--- src/rtl/core_lsu_ctrl_if.sv ---
// DCache request/acknowledge bus between the load/store controller and the data cache.
interface core_lsu_ctrl_if;
   logic        oDC_REQ;
   logic        oDC_WE;
   logic [3:0]  oDC_BE;
   logic [31:0] oDC_ADDR;
   logic [31:0] oDC_WDATA;
   logic        iDC_ACK;
   logic [31:0] iDC_RDATA;

   modport master (
      output oDC_REQ, oDC_WE, oDC_BE, oDC_ADDR, oDC_WDATA,
      input  iDC_ACK, iDC_RDATA
   );

   modport slave (
      input  oDC_REQ, oDC_WE, oDC_BE, oDC_ADDR, oDC_WDATA,
      output iDC_ACK, iDC_RDATA
   );
endinterface

--- src/rtl/core_lsu_ctrl.sv ---
// Load/store unit controller: alignment check, DCache handshake with timeout,
// byte-lane steering for stores and lane extraction/extension for loads.
module core_lsu_ctrl #(
   parameter int unsigned TIMEOUT = 16
) (
   input  logic                   iCLK,
   input  logic                   iRST,
   input  logic                   iValid,
   input  logic                   iRW,
   input  logic [1:0]             iSize,
   input  logic                   iUnsigned,
   input  logic [31:0]            iADDR,
   input  logic [31:0]            iWDATA,
   output logic                   oStall,
   output logic [31:0]            oRDATA,
   output logic                   oDone,
   output logic                   oMisalign,
   output logic                   oBusErr,
   core_lsu_ctrl_if.master        dc
);

   typedef enum logic [1:0] {IDLE, BUSY, DONE, ERR} state_t;

   state_t      state, stateNext;
   logic        rwQ, unsQ, misalignQ;
   logic [1:0]  sizeQ;
   logic [31:0] addrQ, wdataQ;
   logic [7:0]  timer;
   logic        aligned, accept, busy, lastCycle;
   logic [3:0]  beMask;
   logic [31:0] wdataLanes, loadVal;
   logic [7:0]  byteLane;
   logic [15:0] halfLane;

   always_comb begin
      aligned = 1'b0;
      case (iSize)
         2'b00:   aligned = 1'b1;
         2'b01:   aligned = ~iADDR[0];
         2'b10:   aligned = (iADDR[1:0] == 2'b00);
         default: aligned = 1'b0;
      endcase
   end

   assign accept    = (state == IDLE) && iValid && aligned;
   assign busy      = (state == BUSY);
   assign lastCycle = (timer == 8'(TIMEOUT - 1));

   always_ff @(posedge iCLK) begin
      if (iRST) state <= IDLE;
      else      state <= stateNext;
   end

   // Ack is tested before the timer so an ack in the final cycle still completes.
   always_comb begin
      stateNext = state;
      case (state)
         IDLE: if (accept) stateNext = BUSY;
         BUSY: begin
            if (dc.iDC_ACK)     stateNext = DONE;
            else if (lastCycle) stateNext = ERR;
         end
         DONE:    stateNext = IDLE;
         ERR:     stateNext = IDLE;
         default: stateNext = IDLE;
      endcase
   end

   always_comb begin
      beMask     = 4'b1111;
      wdataLanes = wdataQ;
      case (sizeQ)
         2'b00: begin
            beMask     = 4'b0001 << addrQ[1:0];
            wdataLanes = {4{wdataQ[7:0]}};
         end
         2'b01: begin
            beMask     = addrQ[1] ? 4'b1100 : 4'b0011;
            wdataLanes = {2{wdataQ[15:0]}};
         end
         default: begin
            beMask     = 4'b1111;
            wdataLanes = wdataQ;
         end
      endcase
   end

   always_comb begin
      byteLane = dc.iDC_RDATA[7:0];
      case (addrQ[1:0])
         2'b00:   byteLane = dc.iDC_RDATA[7:0];
         2'b01:   byteLane = dc.iDC_RDATA[15:8];
         2'b10:   byteLane = dc.iDC_RDATA[23:16];
         default: byteLane = dc.iDC_RDATA[31:24];
      endcase
      halfLane = addrQ[1] ? dc.iDC_RDATA[31:16] : dc.iDC_RDATA[15:0];
      loadVal  = dc.iDC_RDATA;
      case (sizeQ)
         2'b00:   loadVal = unsQ ? {24'h0, byteLane} : {{24{byteLane[7]}}, byteLane};
         2'b01:   loadVal = unsQ ? {16'h0, halfLane} : {{16{halfLane[15]}}, halfLane};
         default: loadVal = dc.iDC_RDATA;
      endcase
   end

   always_ff @(posedge iCLK) begin
      if (iRST) begin
         rwQ       <= 1'b0;
         unsQ      <= 1'b0;
         sizeQ     <= '0;
         addrQ     <= '0;
         wdataQ    <= '0;
         timer     <= '0;
         oRDATA    <= '0;
         misalignQ <= 1'b0;
      end else begin
         misalignQ <= (state == IDLE) && iValid && !aligned;
         if (accept) begin
            rwQ    <= iRW;
            unsQ   <= iUnsigned;
            sizeQ  <= iSize;
            addrQ  <= iADDR;
            wdataQ <= iWDATA;
            timer  <= '0;
         end else if (busy) begin
            timer <= timer + 8'd1;
            if (dc.iDC_ACK && rwQ) oRDATA <= loadVal;
         end
      end
   end

   assign oStall    = !iRST && (accept || busy);
   assign oDone     = (state == DONE);
   assign oBusErr   = (state == ERR);
   assign oMisalign = misalignQ;

   assign dc.oDC_REQ   = busy;
   assign dc.oDC_WE    = busy && !rwQ;
   assign dc.oDC_BE    = busy ? beMask : '0;
   assign dc.oDC_ADDR  = busy ? {addrQ[31:2], 2'b00} : '0;
   assign dc.oDC_WDATA = busy ? wdataLanes : '0;

endmodule

--- src/flat_wrapper.sv ---
// flat-port wrapper written by rule: the top's interface ports become plain ports
module core_lsu_ctrl_flat 
#(
   parameter int unsigned TIMEOUT = 16
)
  (iCLK, iRST, iValid, iRW, iSize, iUnsigned, iADDR, iWDATA, oStall, oRDATA, oDone, oMisalign, oBusErr, dc_oDC_REQ, dc_oDC_WE, dc_oDC_BE, dc_oDC_ADDR, dc_oDC_WDATA, dc_iDC_ACK, dc_iDC_RDATA);
  core_lsu_ctrl_if dc_i ();
  input  logic iCLK;
  input  logic iRST;
  input  logic iValid;
  input  logic iRW;
  input  logic [1:0] iSize;
  input  logic iUnsigned;
  input  logic [31:0] iADDR;
  input  logic [31:0] iWDATA;
  output logic oStall;
  output logic [31:0] oRDATA;
  output logic oDone;
  output logic oMisalign;
  output logic oBusErr;
  output wire logic [$bits(dc_i.oDC_REQ)-1:0] dc_oDC_REQ;
  output wire logic [$bits(dc_i.oDC_WE)-1:0] dc_oDC_WE;
  output wire logic [$bits(dc_i.oDC_BE)-1:0] dc_oDC_BE;
  output wire logic [$bits(dc_i.oDC_ADDR)-1:0] dc_oDC_ADDR;
  output wire logic [$bits(dc_i.oDC_WDATA)-1:0] dc_oDC_WDATA;
  input wire logic [$bits(dc_i.iDC_ACK)-1:0] dc_iDC_ACK;
  input wire logic [$bits(dc_i.iDC_RDATA)-1:0] dc_iDC_RDATA;
  assign dc_oDC_REQ = dc_i.oDC_REQ;
  assign dc_oDC_WE = dc_i.oDC_WE;
  assign dc_oDC_BE = dc_i.oDC_BE;
  assign dc_oDC_ADDR = dc_i.oDC_ADDR;
  assign dc_oDC_WDATA = dc_i.oDC_WDATA;
  assign dc_i.iDC_ACK = dc_iDC_ACK;
  assign dc_i.iDC_RDATA = dc_iDC_RDATA;
  core_lsu_ctrl #(.TIMEOUT(TIMEOUT)) u_core (.iCLK(iCLK), .iRST(iRST), .iValid(iValid), .iRW(iRW), .iSize(iSize), .iUnsigned(iUnsigned), .iADDR(iADDR), .iWDATA(iWDATA), .oStall(oStall), .oRDATA(oRDATA), .oDone(oDone), .oMisalign(oMisalign), .oBusErr(oBusErr), .dc(dc_i));
endmodule
--- config.mk ---
export PLATFORM = sky130hd
export DESIGN_NAME = core_lsu_ctrl_flat
export DESIGN_NICKNAME = d
export VERILOG_FILES = /design/src/rtl/core_lsu_ctrl_if.sv /design/src/rtl/core_lsu_ctrl.sv /design/src/flat_wrapper.sv
export SDC_FILE = /design/constraint.sdc
export NUM_CORES = 1
export LEC_CHECK = 0
export ABC_AREA = 1
export CAP_MARGIN = 25
export CORE_MARGIN = 5
export CORE_UTILIZATION = 30
export CTS_BUF_LIST = sky130_fd_sc_hd__clkbuf_8 sky130_fd_sc_hd__clkbuf_16
export CTS_CLUSTER_DIAMETER = 30
export DETAILED_ROUTE_END_ITERATION = 10
export HOLD_SLACK_MARGIN = 0.12
export SETUP_SLACK_MARGIN = 0.02
export SLEW_MARGIN = 10
export SYNTH_ARGS = -nofsm -noshare
export SYNTH_HDL_FRONTEND = slang
export SYNTH_SLANG_ARGS = --single-unit
export TNS_END_PERCENT = 30
--- constraint.sdc ---
create_clock -name iCLK -period 1.5 [get_ports iCLK]
set_clock_uncertainty 0.1 [all_clocks]
set_input_delay 0.225 -clock iCLK [delete_from_list [all_inputs] [get_ports iCLK]]
set_output_delay 0.225 -clock iCLK [all_outputs]
set_load 0.03 [all_outputs]
==> impl_metrics.toml <==
[floorplan]
pin_count = 210
die_w_um = 144
dieArea_um2 = 20800
fp.coreArea_um2 = 17800
start_util_pct = 30.3
die_h_um = 144
rows = 49

[worst_setup_path]
crit_path_end = "dc_oDC_WDATA[28]"
r2r.worst_path.cells = 11
crit_arrival_ns = 1.51
crit_path_start_kind = "flip-flop"
crit_required_ns = 1.17
cp_slowest_stage_delay_ns = 0.41
path_class = "reg2out"
crit_chain = "clkinv_4 -> nand2_8 -> buf_12 -> o21ai_4 -> a221oi_4 -> buf_6"
cp-end-kind = "primary output"
reg2reg_from = "u_core.sizeQ[0]$_SDFFE_PP0P_"
worst_path_max_delay_cell = "dfxtp_4"
cp_max_fo = 8
rrSetupSlack_ns = -0.19
startpoint = "u_core.sizeQ[1]$_SDFFE_PP0P_"
rr_endpoint = "u_core.oRDATA[6]$_SDFFE_PP0P_"

[timing]
slew_viol_final = 0
max_freq_mhz = 544
fin_ws_ns = -0.338
setup-tns-final_ns = -22.10
post-route-min-period_ns = 1.84
final.period_utilization_pct = 123
hold_viol = 0
setup_viol = 101
rsz0062_at_grt = "yes"

[routing]
vias_per_cell = 4.64
route.detailed.drc = 0
drt-initial-drc-count = 316
final_antenna_net_count = 0
vias = 6050
first_pass_iters = 4
wl_per_cell_um = 15.2
wl_mm = 19.8

[placed_design]
dp_hpwl_mm = 13.8
gp_congestion = 0.825
placedCellCount = 1271
io_buffers = 207

[logic_synthesis]
synth_warnings = 0
netlist_instances = 822
synth_area_leaders = "dfxtp_1 41%, nand2_1 11%, nand3_1 10%"
synth_top_area_share_pct = 41.1
avgSynthCellArea_um2 = 6.58
synth_seq_area_share_pct = 41.1
ys_ff_latch = 111
netlist_area_um2 = 5410
synth_top_area_cell = "dfxtp_1"
synth_edf_count = 0
ys_types = 31
synth_ff_type = "dfxtp_1"
synthArstFlopShare_pct = 0

[pwr]
irDropWorstVdd_v = 0.000535
power_density_nw_per_um2 = 855
p_leak_uw = 0.00393

[final_layout]
final_cells = 1305
nFillCells = 1707
ff_latch_area_um2 = 2240
syn_to_final_growth_pct = 74.1
multi_input_area_um2 = 3050
fin_nets = 1176
antennaDiodeCount = 0
drive_gt1_share_pct = 25.8

[global_route]
grt_pass1_wl_mm = 30.6
grt_pass1_vias = 5986
antenna_found_initial = 0
gr-total-overflow = 0
grtUsageTotal_pct = 18.4
grt_max_degree = 77

[clock_tree]
clkTransAtPathRegs_ns = 0.08
cts.path.max_buffers = 2
h-tree-depth = 3
insertion_delay_ns = 0.35
cts_made_buffers = 9
cts_sinks = 111
cts_root_buffer = "clkbuf_16"
tritoncts = "done"
cts_hold_buffers = 0

[status]
violations = "setup timing"
status = "complete, but fails checks"

[worst_hold_path]
hold_depth = 3
hold_path.class = "in2reg"

[run]
cap_violations = 0
-- worst min-delay path by stage --
stage,slack [ns],from,end
final,0.33,iADDR[27],u_core.addrQ[27]$_SDFFE_PP0P_
after global routing,0.34,iADDR[24],u_core.addrQ[24]$_SDFFE_PP0P_
after CTS,0.32,iADDR[31],u_core.addrQ[31]$_SDFFE_PP0P_
after detailed placement,0.36,u_core.addrQ[28]$_SDFFE_PP0P_,u_core.addrQ[28]$_SDFFE_PP0P_
after global placement,0.36,u_core.addrQ[31]$_SDFFE_PP0P_,u_core.addrQ[31]$_SDFFE_PP0P_
after floorplan,0.19,iRST,u_core.rwQ$_SDFFE_PP0P_
-- flip-flops by register name, indices dropped and copies added, names as in the netlist --
register,cells
u_core.unsQ,1
u_core.wdataQ,32
u_core.sizeQ,2
u_core.state,2
u_core.oRDATA,32
u_core.oMisalign,1
u_core.timer,8
u_core.addrQ,32
u_core.rwQ,1
-- synth_stat cells, types with 8 or more instances --
cell type,instances
o21ai_1,13
nand2_1,156
nor2_1,116
dfxtp_1,111
a221oi_1,8
buf_2,20
a21oi_1,22
o21ai_0,79
nand3_1,111
clkbuf_1,11
buf_4,13
inv_1,118
-- metal layers --
metal | track usage [%] | vias up | wire [µm]
met1 | 23.1 | 2746 | 8270
li1 | - | 3094 | -
met3 | 6.32 | 20 | 1940
met5 | 0 | - | 0
met4 | 4.96 | 0 | 303
met2 | 30.4 | 190 | 9290
-- through the flow --
stage | area [µm²] | setup WS (ns) | hold WS (ns) | utilization, % | total power [µW]
floorplan | 5680 | -0.146 | 0.194 | - | 4240
global placement | 8200 | -0.320 | 0.358 | 46.0 | 5150
detailed placement | 8200 | -0.347 | 0.359 | 46.0 | 5150
CTS | 8980 | -0.353 | 0.321 | 50.4 | 7920
global route | 9410 | -0.412 | 0.336 | 52.7 | 8430
finish | 9410 | -0.338 | 0.333 | 52.7 | 8040
-- placed cells by master, fill, tap and decap left out, types with 4 or more instances in the layout --
| cell | netlist | final |
|---|---|---|
| dlygate4sd2_1 | 0 | 26 |
| clkbuf_16 | 0 | 11 |
| nand2_1 | 156 | 152 |
| clkdlybuf4s50_1 | 0 | 103 |
| dfxtp_1 | 111 | 105 |
| inv_2 | 5 | 5 |
| nand3_1 | 111 | 109 |
| nor2_4 | 0 | 37 |
| o21ai_2 | 0 | 4 |
| a21oi_1 | 22 | 7 |
| buf_16 | 0 | 4 |
| o21ai_1 | 13 | 37 |
| a21oi_2 | 0 | 14 |
| o21ai_0 | 79 | 48 |
| nor2_1 | 116 | 76 |
| buf_6 | 4 | 69 |
| clkdlybuf4s15_1 | 0 | 7 |
| buf_12 | 0 | 13 |
| inv_1 | 118 | 115 |
| nand3_2 | 2 | 4 |
| buf_4 | 13 | 64 |
| nor2_2 | 3 | 6 |
| a221oi_4 | 0 | 7 |
-- worst max-delay path: cells and delay by family (launching register included) --
family,cells,cell delay [ns]
flops,1,0.41
buf+inv,3,0.39
compound gates,2,0.27
simple gates,1,0.10
-- kinds of logic (layout without fill, tap and decap cells) --
family	count (synthesis)	in the layout	synth area share, %
buffers and inverters	179	432	14.4
xor gates and xnor gates	1	1	0.162
other	1	2	0.0694
and+or+nand+nor	398	398	31.1
DFF	111	111	41.1
adders and majority gates	1	1	0.231
AOI/OAI and AO/OA	131	131	13.0
-- where the power goes --
part           internal [µW]  switching [µW]
Sequential              3090            80.0
Combinational           1100            1340
Clock                   1210            1220
-- final cells by class --
| class | count | share of cell area, % |
|---|---|---|
| Timing Repair Buffer | 290 | 32.3 |
| Multi-Input combinational cell | 533 | 32.4 |
| Clock buffer | 10 | 2.54 |
| Tap cell | 229 | 3.05 |
| Timing Repair inverter | 1 | 0.0399 |
| Inverter | 125 | 5.29 |
| Clock inverter | 6 | 0.638 |
| Sequential cell | 111 | 23.8 |
-- repair_timing --
item	in CTS	in global routing
cloned	3	1
gates resized for setup	152	113
pin swaps	11	4
setup buffers	9	5
endpoints found under the hold margin	0	0
setup endpoints to repair	136	185
(Power assumes the default switching activity.)
